### config.mk
export PLATFORM = sky130hd
export DESIGN_NAME = glitcbus_space_arbiter_v3
export DESIGN_NICKNAME = d
export VERILOG_FILES = /design/src/rtl/glitcbus_space_arbiter_v3.sv
export SDC_FILE = /design/constraint.sdc
export NUM_CORES = 1
export LEC_CHECK = 0
export ABC_AREA = 1
export BUFFER_PORTS_ARGS = -buffer_cell sky130_fd_sc_hd__buf_2
export CAP_MARGIN = 25
export CORE_AREA = 2 2 132 134
export DETAILED_ROUTE_END_ITERATION = 8
export DIE_AREA = 0 0 134 136
export GPL_ROUTABILITY_DRIVEN = 0
export PLACE_DENSITY = 0.56
export SLEW_MARGIN = 15
export SYNTH_ARGS = -nofsm -noshare
export SYNTH_HDL_FRONTEND = slang
export SYNTH_SLANG_ARGS = --single-unit
### constraint.sdc
create_clock -name clk_i -period 1.9 [get_ports clk_i]
set_clock_uncertainty 0.1 [all_clocks]
set_input_delay 0.285 -clock clk_i [delete_from_list [all_inputs] [get_ports clk_i]]
set_output_delay 0.285 -clock clk_i [all_outputs]
set_load 0.01 [all_outputs]
### src/rtl/glitcbus_space_arbiter_v3.sv
// -----------------------------------------------------------------------------
// glitcbus_space_arbiter_v3
//
// Decodes a GLITCBUS strobe into one of NUM_SPACES 16-register address spaces.
// It forwards a single-cycle read/write strobe to the selected space and waits
// for that space's acknowledge. It then completes the bus transaction with a
// single-cycle gb_ack_o. A transaction is abandoned with ERR_PATTERN read data
// if the space does not answer within TIMEOUT wait cycles, or if the space
// index is not mapped. Abandoned transactions bump a saturating error counter.
//
// Ports
//   clk_i          : bus clock, the only clock
//   rst_i          : synchronous, active-high reset
//   gb_adr_i       : bus address; space index is gb_adr_i[SPACE_LSB+3:SPACE_LSB]
//   gb_wr_i/gb_rd_i: single-cycle bus strobes (both high counts as a write)
//   gb_dat_o       : registered read data to the bus
//   gb_ack_o       : single-cycle transaction completion
//   slv_sel_o      : registered one-hot space select, held for the whole wait
//   slv_wr_o/rd_o  : single-cycle strobes to the selected space
//   slv_dat_i      : space k read data at [k*DATA_WIDTH +: DATA_WIDTH]
//   slv_ack_i      : per-space completion; only the selected bit is honoured
//   busy_o         : high while a transaction is outstanding
//   timeout_cnt_o  : saturating count of abandoned transactions
// -----------------------------------------------------------------------------
module glitcbus_space_arbiter_v3 #(
  parameter int                    NUM_SPACES  = 8,
  parameter int                    SPACE_LSB   = 4,
  parameter int                    DATA_WIDTH  = 32,
  parameter int                    TIMEOUT     = 15,
  parameter logic [DATA_WIDTH-1:0] ERR_PATTERN = 32'hBADADD00
) (
  input  logic                             clk_i,
  input  logic                             rst_i,
  input  logic [15:0]                      gb_adr_i,
  input  logic                             gb_wr_i,
  input  logic                             gb_rd_i,
  output logic [DATA_WIDTH-1:0]            gb_dat_o,
  output logic                             gb_ack_o,
  output logic [NUM_SPACES-1:0]            slv_sel_o,
  output logic                             slv_wr_o,
  output logic                             slv_rd_o,
  input  logic [NUM_SPACES*DATA_WIDTH-1:0] slv_dat_i,
  input  logic [NUM_SPACES-1:0]            slv_ack_i,
  output logic                             busy_o,
  output logic [7:0]                       timeout_cnt_o
);

  typedef enum logic {ST_IDLE, ST_WAIT} state_t;

  state_t                  state_reg, state_next;
  logic [DATA_WIDTH-1:0]   dat_reg, dat_next;
  logic                    ack_reg, ack_next;
  logic [NUM_SPACES-1:0]   sel_reg, sel_next;
  logic                    wr_reg, wr_next;
  logic                    rd_reg, rd_next;
  logic [7:0]              timer_reg, timer_next;
  logic [7:0]              tcnt_reg, tcnt_next;
  logic                    is_wr_reg, is_wr_next;
  logic                    unmapped_reg, unmapped_next;

  logic                    strobe;
  logic [3:0]              space_idx;
  logic                    mapped;
  logic [NUM_SPACES-1:0]   sel_onehot;
  logic                    slave_ack;
  logic                    timed_out;
  logic                    done;
  logic                    err_done;
  logic [DATA_WIDTH-1:0]   dat_masked [NUM_SPACES];
  logic [DATA_WIDTH-1:0]   rd_mux;
  logic                    unused_adr_bits;

  assign strobe    = gb_wr_i | gb_rd_i;
  assign space_idx = gb_adr_i[SPACE_LSB +: 4];
  assign mapped    = ({1'b0, space_idx} < 5'(NUM_SPACES));
  // Only the space index field matters; the remaining address bits belong to
  // the register offset inside the space and are decoded by the slave.
  assign unused_adr_bits = ^gb_adr_i;

  // The select register is one-hot during a mapped wait and all-zero
  // otherwise, so masking with it both picks the right ack/data and
  // ignores every unselected space.
  genvar gi;
  generate
    for (gi = 0; gi < NUM_SPACES; gi++) begin : g_space
      assign sel_onehot[gi] = (space_idx == 4'(gi));
      assign dat_masked[gi] = slv_dat_i[gi*DATA_WIDTH +: DATA_WIDTH]
                              & {DATA_WIDTH{sel_reg[gi]}};
    end
  endgenerate

  always_comb begin
    rd_mux = '0;
    for (int k = 0; k < NUM_SPACES; k++) begin
      rd_mux = rd_mux | dat_masked[k];
    end
  end

  assign slave_ack = |(slv_ack_i & sel_reg);
  // Timer counts completed wait cycles; the last allowed wait cycle is the
  // one where it would step up to TIMEOUT. An ack in that cycle still wins.
  assign timed_out = (timer_reg == 8'(TIMEOUT - 1));
  // Unmapped spaces spend exactly one cycle in WAIT and then error out.
  assign done      = unmapped_reg | slave_ack | timed_out;
  assign err_done  = unmapped_reg | (~slave_ack & timed_out);

  // State register and datapath registers
  always_ff @(posedge clk_i) begin
    if (rst_i) begin
      state_reg    <= ST_IDLE;
      dat_reg      <= '0;
      ack_reg      <= 1'b0;
      sel_reg      <= '0;
      wr_reg       <= 1'b0;
      rd_reg       <= 1'b0;
      timer_reg    <= 8'd0;
      tcnt_reg     <= 8'd0;
      is_wr_reg    <= 1'b0;
      unmapped_reg <= 1'b0;
    end else begin
      state_reg    <= state_next;
      dat_reg      <= dat_next;
      ack_reg      <= ack_next;
      sel_reg      <= sel_next;
      wr_reg       <= wr_next;
      rd_reg       <= rd_next;
      timer_reg    <= timer_next;
      tcnt_reg     <= tcnt_next;
      is_wr_reg    <= is_wr_next;
      unmapped_reg <= unmapped_next;
    end
  end

  // Next-state logic
  always_comb begin
    state_next = state_reg;
    case (state_reg)
      ST_IDLE: if (strobe) state_next = ST_WAIT;
      ST_WAIT: if (done)   state_next = ST_IDLE;
      default: state_next = ST_IDLE;
    endcase
  end

  // Output / datapath next values
  always_comb begin
    dat_next      = dat_reg;
    ack_next      = 1'b0;
    sel_next      = sel_reg;
    wr_next       = 1'b0;
    rd_next       = 1'b0;
    timer_next    = timer_reg;
    tcnt_next     = tcnt_reg;
    is_wr_next    = is_wr_reg;
    unmapped_next = unmapped_reg;
    case (state_reg)
      ST_IDLE: begin
        if (strobe) begin
          is_wr_next    = gb_wr_i;
          unmapped_next = ~mapped;
          timer_next    = 8'd0;
          if (mapped) begin
            sel_next = sel_onehot;
            wr_next  = gb_wr_i;
            rd_next  = ~gb_wr_i;
          end
        end
      end
      ST_WAIT: begin
        if (done) begin
          ack_next = 1'b1;
          sel_next = '0;
          if (!is_wr_reg) begin
            dat_next = err_done ? ERR_PATTERN : rd_mux;
          end
          if (err_done && (tcnt_reg != 8'hFF)) begin
            tcnt_next = tcnt_reg + 8'd1;
          end
        end else begin
          timer_next = timer_reg + 8'd1;
        end
      end
      default: ;
    endcase
  end

  assign gb_dat_o      = dat_reg;
  assign gb_ack_o      = ack_reg;
  assign slv_sel_o     = sel_reg;
  assign slv_wr_o      = wr_reg;
  assign slv_rd_o      = rd_reg;
  assign busy_o        = (state_reg == ST_WAIT);
  assign timeout_cnt_o = tcnt_reg;

endmodule
# Yosys cells after proc, flatten, opt, wreduce, memory -nomap -nowiden
# Index checks and enable logic that the tools add are counted.
[classes] reduce_logical=10 addsub=2 bitwise_logic=27 mux=12 n_eq_ne=13 n_lt_le_gt_ge=1
[ops] operator="$and A32 B32 Y32" count=8
[ops] operator="$or A32 B32 Y32" count=7
[ops] operator="$mux W8" count=5
[ops] operator="$mux W32" count=1
[ops] operator="$pmux W8 S2" count=2
[ops] operator="$add A8 B1 Y8 const B" count=2
[ops] operator="$eq A4 B3 Y1 const B" count=4
[ops] operator="$reduce_and A3 Y1" count=3
[ops] operator="$and A8 B8 Y8" count=1
[ops] operator="$eq A4 B2 Y1 const B" count=2
[ops] operator="$eq A8 B4 Y1 const B" count=1
[ops] operator="$ne A8 B8 Y1 const B" count=1
[ops] operator="$reduce_or A8 Y1" count=1
[ops] operator="$ne A2 B2 Y1 const B" count=3
[ops] operator="$not A1 Y1" count=6
[ops] operator="$eq A4 B1 Y1 const B" count=1
[ops] operator="$logic_not A4 Y1" count=1
[ops] operator="$lt A4 B4 Y1 const B" count=1
[ops] operator="$or A1 B1 Y1" count=4
[ops] operator="$reduce_and A2 Y1" count=2
[ops] operator="$reduce_or A4 Y1" count=1
[ops] operator="$mux W1" count=3
[ops] operator="$ne A2 B1 Y1 const B" count=1
[ops] operator="$pmux W1 S2" count=1
[ops] operator="3 further kinds" count=3
[word_totals] ff_bits=62 inputBits=284

# Longest topological paths before layout
# Gate-level depths: netlist (run 1).
[depth] ltp_word=9 ltp_mapped=12 mapped_depth_nobuf=11

# Worst setup path before layout (run 1)
# No wires, ideal clock.
[synth_timing] path_type="register -> register" start="register timer_reg[0]" end="register dat_reg[24], in the netlist gb_dat_o[24]" setup_slack_ns=0.321 setup_ns=0.113 synth_period_minus_slack_ns=1.579 t_arrival_ns=1.366 path_buffers=2 path_stages_with_launch=11 cell_sequence="dfxtp_1 > inv_1 > ha_1 > nand3_1 > o21ai_1 > nor2_2 > nor2_4 > buf_6 > buf_6 > o21ai_1 > nor2_1"
[synth_between] elab_chain_len=4 word_cells_on_any_way=6 classes_between="eq/ne (1); mux (1); bitwise (3); reduce/logical (1)"
[synth_lines] item="start, declared" line="56" source="logic [7:0] timer_reg, timer_next;"
[synth_lines] item="start signal, assigned" line="127" source="timer_reg <= timer_next;"
[synth_lines] item="$eq A8 B4 Y1 *" line="102" source="assign timed_out = (timer_reg == 8'(TIMEOUT - 1));"
[synth_lines] item="$and A1 B1 Y1" line="105" source="assign err_done = unmapped_reg | (~slave_ack & timed_out);"
[synth_lines] item="$or A1 B1 Y1" line="105"
[synth_lines] item="$mux W32" line="173" source="dat_next = err_done ? ERR_PATTERN : rd_mux;"
[synth_lines] item="end signal, assigned" line="122" source="dat_reg <= dat_next;"
[synth_lines] item="end, declared" line="51" source="logic [DATA_WIDTH-1:0] dat_reg, dat_next;"
# Mark *: on every way between the ends. The rest lies on a longest branch, timed or not.
# A chain may end at the register's enable or synchronous reset.

# Final worst setup path (run 1)
[layout_timing] start="register timer_reg[0]" end="register timer_reg[5]"
[layout_between] elab_chain_len=4 word_cells_on_any_way=7 classes_between="add/sub (1); eq/ne (2); mux (2); bitwise (1); reduce/logical (1)"
[layout_lines] item="branches (longest 4 deep; another with $add A8 B1 Y8)"
# Several ways; the timed one is not identified. The select of a mux whose other input is x is not followed.

==> results of run 1 <==
[critical path: stages, from the launching register on]
cell and delay (ns):
sky130_fd_sc_hd__dfxtp_1 0.37, sky130_fd_sc_hd__inv_1 0.08, sky130_fd_sc_hd__ha_1 0.20, sky130_fd_sc_hd__nand3_1 0.10, sky130_fd_sc_hd__nor2_1 0.07, sky130_fd_sc_hd__nor2_1 0.09
sky130_fd_sc_hd__nand3_1 0.16, sky130_fd_sc_hd__nand2_1 0.25, sky130_fd_sc_hd__nor2_2 0.08, sky130_fd_sc_hd__nand2_1 0.07, sky130_fd_sc_hd__nand2_1 0.04
[repair_timing]
action / in CTS / in global routing
gates resized for setup: 0 / 3
endpoints found under the hold margin: 0 / 0
setup endpoints to repair: 0 / 11
[power by group through the flow]
stage | Sequential, W | Combinational (W) | Clock, W
floorplan | 0.00159 | 0.00114 | 0
global placement | 0.00159 | 0.00208 | 0
detailed placement | 0.00159 | 0.00209 | 0
CTS | 0.00156 | 0.00210 | 0.00175
global route | 0.00158 | 0.00232 | 0.00183
finish | 0.00156 | 0.00207 | 0.00171
[worst min path at each step]
stage | end | slack [ns]
floorplan | slv_wr_o$_SDFF_PP0_ | 0.33
global placement | is_wr_reg$_SDFFE_PP0P_ | 0.34
detailed placement | is_wr_reg$_SDFFE_PP0P_ | 0.35
CTS | slv_wr_o$_SDFF_PP0_ | 0.12
global route | slv_wr_o$_SDFF_PP0_ | 0.13
finish | slv_wr_o$_SDFF_PP0_ | 0.13
[logic make-up after synthesis]
group | synth area share [%]
AND/OR/NAND/NOR | 52.04
buffers and inverters | 9.000
AO/OA/AOI/OAI | 9.462
flip-flops | 26.97
XOR/XNOR | 1.713
adder cells (fa/ha/maj) | 0.8157
[cell type report]
type                            instances  area share, %
Clock buffer                           12          3.727
Antenna cell                            7         0.2545
Clock inverter                          4         0.7999
Timing Repair Buffer                  355          27.89
Inverter                               38          2.072
Multi-Input combinational cell        655          42.99
Sequential cell                        62          18.18
Tap cell                              225          4.090
[through the flow]
stage               instances  hold WS, ns  setup slack, ns  util, %  total power, W
detailed placement       1335       0.3501           0.1040    38.76        0.003676
finish                   1358       0.1281           0.1848    40.78        0.005345
floorplan                 803       0.3256           0.3209        -        0.002725
global route             1357       0.1299          0.02185    40.77        0.005734
CTS                      1351       0.1181          0.09110    40.61        0.005411
global placement         1335       0.3445           0.1041    38.76        0.003667
[cells in the mapped netlist, drive strengths merged]
cell,count
a211oi,1
a21oi,19
a22o,16
a31o,1
buf,17
clkbuf,31
dfxtp,62
ha,3
inv,38
nand2,350
nand3,48
nand3b,1
nand4,41
nor2,125
nor3,2
nor3b,1
o21ai,36
or2,2
xnor2,1
xor2,8
[metal layers]
metal / routed length, um / track usage [%] / vias to the layer above
met3: 1836 / 6.040 / 30
li1: - / - / 3215
met2: 11090 / 43.02 / 248
met4: 442 / 8.097 / 2
met1: 8778 / 27.34 / 2888
met5: 13 / 0 / -
==> reports/results.ini, run 1 <==
[status]
run_status=completed

[power_and_ir_drop]
share_clk_of_total_power_pct=32.1
p_int_w=0.003377
switching_share_pct=36.81
p_leak_nw=3.743
power_spent_charging_and_discharging_nets_w=0.001967
power_per_cell_area_nw_per_um2=776.5
irDropWorstVdd_uv=420.3
power_frac_comb_pct=38.7
power.share.sequential_pct=29.3

[yosys]
synth_top_area_share_pct=27.81
ys_top_cells_by_area=sky130_fd_sc_hd__nand2_1 28%, sky130_fd_sc_hd__dfxtp_1 27%, sky130_fd_sc_hd__nor2_1 9.9%
synth_area_per_cell_um2=5.731
synth_top_area_cell=sky130_fd_sc_hd__nand2_1
syn-instance-count=803
postSynthRegisterBits=62
synth-seq-area-share_pct=26.97
mappedNetlistNets=1090
post_synth_instance_area_um2=4602
synth.lib_cells_used.distinct=31
ys_warn_count=0

[cts]
tritoncts_clock_tree=built
clk_path_buf_depth=2
cts_setup_buffers=0
cts-root-buf=sky130_fd_sc_hd__clkbuf_16
hold_fix_buffer_count_after_cts=0
htreeDepth=3
cts.sinks=62
cts-buffers-inserted=9
worstSkewPairLatency_ns=0.33
clkTransAtPathRegs_ns=0.05

[grt]
grt_pass1_vias=5909
groute.usage.overall_pct=23.83
grt_start_max_net_pins=37
grt_first_pass_wirelength_mm=32.93
grt_antenna_before_repair=7
global_route.overflow_total=0

[layout]
finish.instance_area_um2=6883
layout.filler_cells=1906
layout-drive-gt1-share_pct=35.44
layout.cells.most_common=sky130_fd_sc_hd__nand2_1
nNetsFinal=1408
multiInputGateArea_um2=2959
synthToLayoutAreaGrowth_pct=49.56
final_cell_mix=340 x sky130_fd_sc_hd__nand2_1, 323 x sky130_fd_sc_hd__buf_2, 120 x sky130_fd_sc_hd__nor2_1
ff_latch_area_um2=1251
max_ffs_per_register=32

[routing]
first_iter_violations=294
detail_route.wirelength_mm=22.16
via_count=6383
avgViaCountPerCell=4.700
drtAntennaViolNets=0
dr.pass1.iters=5
post-route-drc-count=0
route.detailed.wl_per_inst_um=16.32

[critical_path]
critical_path.startpoint=timer_reg[0]$_SDFFE_PP0P_
rrSetupSlack_ns=0.18
timing.reg2reg.worst_path_depth=10
worstSetupEndpointType=register
cp-start-kind=register
worstPathArrival_ns=1.84
criticalPathCategory=register to register
crit_path_end=timer_reg[5]$_SDFFE_PP0P_
reg2reg_to=timer_reg[5]$_SDFFE_PP0P_
worst-endpoint-required_ns=2.03
worst_r2r_startpoint=timer_reg[0]$_SDFFE_PP0P_
peak_fanout_along_the_critical_path=6

[place]
numPortBuffers=323
hpwlAfterDp_mm=17.49
placement.cell_area_um2=6541

[worst_hold_path]
hp-start=gb_wr_i
holdPathStages=3
min_path_type=input pin to register

[floorplan]
die_area_um2=18220
floorplan.die.width_um=134
core_area_um2=16880
rows=48
initial_utilization_pct=27.27
num_io_pins=336
floorplan.die.height_um=136

[timing]
clock.fmax_mhz=583.0
report.final.hold_viol_count=0
finalSetupViolCount=0
maxSlewHeadroom_pct=65.41
totalNegativeSetupSlack_ns=0
final_min_period_over_clock_period_pct=90.28
period_needed_ns=1.715
timing.final.max_slew_violations=0
max_slew.worst_pin.slew_ns=0.5154
grt_setup_unrepaired=false

[job]
maxCapViolations=0

No activity file was read; power rests on OpenSTA's default activity.
==> run 2: changes to the inputs <==
--- a/config.mk
+++ b/config.mk
@@ -5,14 +5,15 @@
 export SDC_FILE = /design/constraint.sdc
 export NUM_CORES = 1
 export LEC_CHECK = 0
-export ABC_AREA = 1
+export ABC_AREA = 0
 export BUFFER_PORTS_ARGS = -buffer_cell sky130_fd_sc_hd__buf_2
 export CAP_MARGIN = 25
-export CORE_AREA = 2 2 132 134
+export CORE_AREA = 2 2 130 132
 export DETAILED_ROUTE_END_ITERATION = 8
-export DIE_AREA = 0 0 134 136
+export DIE_AREA = 0 0 132 134
 export GPL_ROUTABILITY_DRIVEN = 0
-export PLACE_DENSITY = 0.56
+export PLACE_DENSITY = 0.62
+export SKIP_CTS_REPAIR_TIMING = 1
 export SLEW_MARGIN = 15
 export SYNTH_ARGS = -nofsm -noshare
 export SYNTH_HDL_FRONTEND = slang
==> run 2 against run 1 <==
Non-clock buffer count is 5 higher. First-iteration DRC count is 55% higher. Register-to-register slack worse by 0.14 ns. Die area is 2.9% lower. Power is 26% lower. Highest routed layer is now met4. Core utilization is 0.13 points lower. Critical endpoint is now timeout_cnt_o[6]$_SDFFE_PP0P_. Wire length is 12% lower. Synthesized cell count is 36% lower.
==> reports/results.ini, run 2 <==
[layout]
final_cell_mix=323 x sky130_fd_sc_hd__buf_2, 128 x sky130_fd_sc_hd__a22oi_1, 59 x sky130_fd_sc_hd__dfxtp_1
multiInputGateArea_um2=2733
max_ffs_per_register=32
layout.filler_cells=1734
finalNonFillerCells=1054
layout.core_utilization_pct=40.66
synthToLayoutAreaGrowth_pct=56.78
layout-drive-gt1-share_pct=49.40
layout.cells.most_common=sky130_fd_sc_hd__buf_2
nNetsFinal=1115
ff_latch_area_um2=1245

[power_and_ir_drop]
power_per_cell_area_nw_per_um2=601.0
irDropWorstVdd_uv=474.0
post-layout-total-power_w=0.003980
p_leak_nw=2.972

[critical_path]
worstSetupEndpointType=register
worst-endpoint-required_ns=2.02
worstPathArrival_ns=1.97
cp-start-kind=register
worst_r2r_startpoint=timer_reg[6]$_SDFFE_PP0P_
rrSetupSlack_ns=0.05
reg2reg_to=timeout_cnt_o[6]$_SDFFE_PP0P_
peak_fanout_along_the_critical_path=19
criticalPathCategory=register to register
timing.reg2reg.worst_path_depth=5

[timing]
timing.final.max_slew_violations=0
grt_setup_unrepaired=true
timing.hold.ws_ns=0.07369
finalSetupViolCount=0
clock.fmax_mhz=539.4
report.final.hold_viol_count=0
max_slew.worst_pin.slew_ns=0.5484
maxSlewHeadroom_pct=63.05
final_min_period_over_clock_period_pct=97.58
period_needed_ns=1.854
totalNegativeSetupSlack_ns=0

[grt]
groute.usage.overall_pct=21.04
grt_first_pass_wirelength_mm=29.52
grt_antenna_before_repair=2
global_route.overflow_total=0
grt_pass1_vias=5445
grt_start_max_net_pins=35

[floorplan]
num_io_pins=336
initial_utilization_pct=25.93
rows=47
die_area_um2=17690
core_area_um2=16290
floorplan.die.height_um=134
floorplan.die.width_um=132

[cts]
htreeDepth=3
clk_path_buf_depth=2
cts-buffers-inserted=9
clkTransAtPathRegs_ns=0.06
worstSkewPairLatency_ns=0.33
cts.sinks=62
tritoncts_clock_tree=built
cts-root-buf=sky130_fd_sc_hd__clkbuf_16

[yosys]
synth_top_area_cell=sky130_fd_sc_hd__dfxtp_1
ys_top_cells_by_area=sky130_fd_sc_hd__dfxtp_1 29%, sky130_fd_sc_hd__a22oi_1 23%, sky130_fd_sc_hd__nand4_1 5.6%
synth_top_cells_by_count=132 x sky130_fd_sc_hd__a22oi_1, 62 x sky130_fd_sc_hd__dfxtp_1, 40 x sky130_fd_sc_hd__clkbuf_1
postSynth.topFlopCell=sky130_fd_sc_hd__dfxtp_1
synth_top_area_share_pct=29.38
mappedNetlistNets=799
synth.lib_cells_used.distinct=53
syn-instance-count=512
synth_enable_flop_cells=0
post_synth_instance_area_um2=4224
synth-seq-area-share_pct=29.38
synth_area_per_cell_um2=8.250
synthArstFlopShare_pct=0
ys_warn_count=0
postSynthRegisterBits=62
most_used_standard_cell_by_instance_count_after_synthesis=sky130_fd_sc_hd__a22oi_1

[routing]
drtAntennaViolNets=0
first_iter_violations=456
route.detailed.wl_per_inst_um=18.47
dr.pass1.iters=5
via_count=5685
detail_route.wirelength_mm=19.46
post-route-drc-count=0
avgViaCountPerCell=5.394

[place]
hpwlAfterDp_mm=14.19
dpl.cell_count=1036
numPortBuffers=323

[job]
maxCapViolations=0

[worst_hold_path]
min_path_type=input pin to register
holdPathStages=2
hold-path-endpoint=slv_rd_o$_SDFF_PP0_
hp-start=gb_wr_i

[status]
run_status=completed

-- run 2: cell count changes in the layout (fill, tap and decap cells not counted), sizes merged, moves of 19 or more --
cell / previous run / this run
nand2: 350 / 12
a22oi: 0 / 132
o21ai: 36 / 4
nor2: 125 / 9
nand3: 48 / 4
nand2b: 0 / 19
-- run 2: worst max-delay path, cell delays in order (launching register included) --
cell and delay [ns]:
sky130_fd_sc_hd__dfxtp_1 0.34, sky130_fd_sc_hd__nor4_4 0.33, sky130_fd_sc_hd__a31oi_2 0.15, sky130_fd_sc_hd__buf_12 0.17
sky130_fd_sc_hd__nor4_2 0.29, sky130_fd_sc_hd__mux2_2 0.36
-- run 2: cell families (layout without fill, tap and decap cells) --
logic type / count (synthesis) / count (layout) / synth area share [%]
AOI/OAI and AO/OA: 208 / 208 / 37.17
DFF: 62 / 62 / 29.38
muxes: 21 / 21 / 5.124
xor gates and xnor gates: 1 / 1 / 0.2074
buffers and inverters: 83 / 403 / 8.442
other: 0 / 2 / 0
and+or+nand+nor: 134 / 134 / 18.78
adders and majority gates: 3 / 3 / 0.8887
-- run 2: worst max-delay path by stage --
stage / slack, ns / from / endpoint / cells after the start
finish: 0.05 / timer_reg[6]$_SDFFE_PP0P_ / timeout_cnt_o[6]$_SDFFE_PP0P_ / 5
global route: -0.04 / timer_reg[6]$_SDFFE_PP0P_ / timeout_cnt_o[4]$_SDFFE_PP0P_ / 5
CTS: -0.01 / timer_reg[7]$_SDFFE_PP0P_ / timeout_cnt_o[2]$_SDFFE_PP0P_ / 5
detailed placement: -0.04 / slv_ack_i[0] / timeout_cnt_o[2]$_SDFFE_PP0P_ / 6
global placement: -0.007 / slv_ack_i[0] / timeout_cnt_o[2]$_SDFFE_PP0P_ / 6
floorplan: 0.06 / slv_sel_o[7]$_SDFFE_PP0P_ / timeout_cnt_o[2]$_SDFFE_PP0P_ / 6
-- run 2: cell type report --
cell class | count | area share [%]
clock buffer | 12 | 3.722
clock inverter | 3 | 1.039
sequential | 62 | 18.80
multi-input combinational | 367 | 41.26
antenna | 2 | 0.07557
tap | 220 | 4.156
timing repair buffer | 360 | 29.36
inverter | 28 | 1.587
-- run 2: where the power goes --
part	switching, W	internal [W]	total [W]
Combinational	0.000417	0.000409	0.000826
Clock	0.000600	0.00118	0.00178
Sequential	0.0000266	0.00135	0.00137
Total	0.00104	0.00294	0.00398
-- run 2: through the flow --
| step | setup WS, ns | cell area [um^2] |
|---|---|---|
| final | 0.04606 | 6623 |
| after global routing | -0.03502 | 6623 |
| after CTS | -0.01011 | 6525 |
| after detailed placement | -0.03856 | 6210 |
| after global placement | -0.006511 | 6210 |
| after floorplan | 0.05612 | 4244 |
-- run 2: per-layer routing --
metal	GRT usage [%]	up-vias	part of all wire, %
met4	8.575	0	2.9
met3	6.009	39	7.9
met1	25.54	2700	41
met5	0	-	0
met2	35.07	271	48
li1	-	2675	-
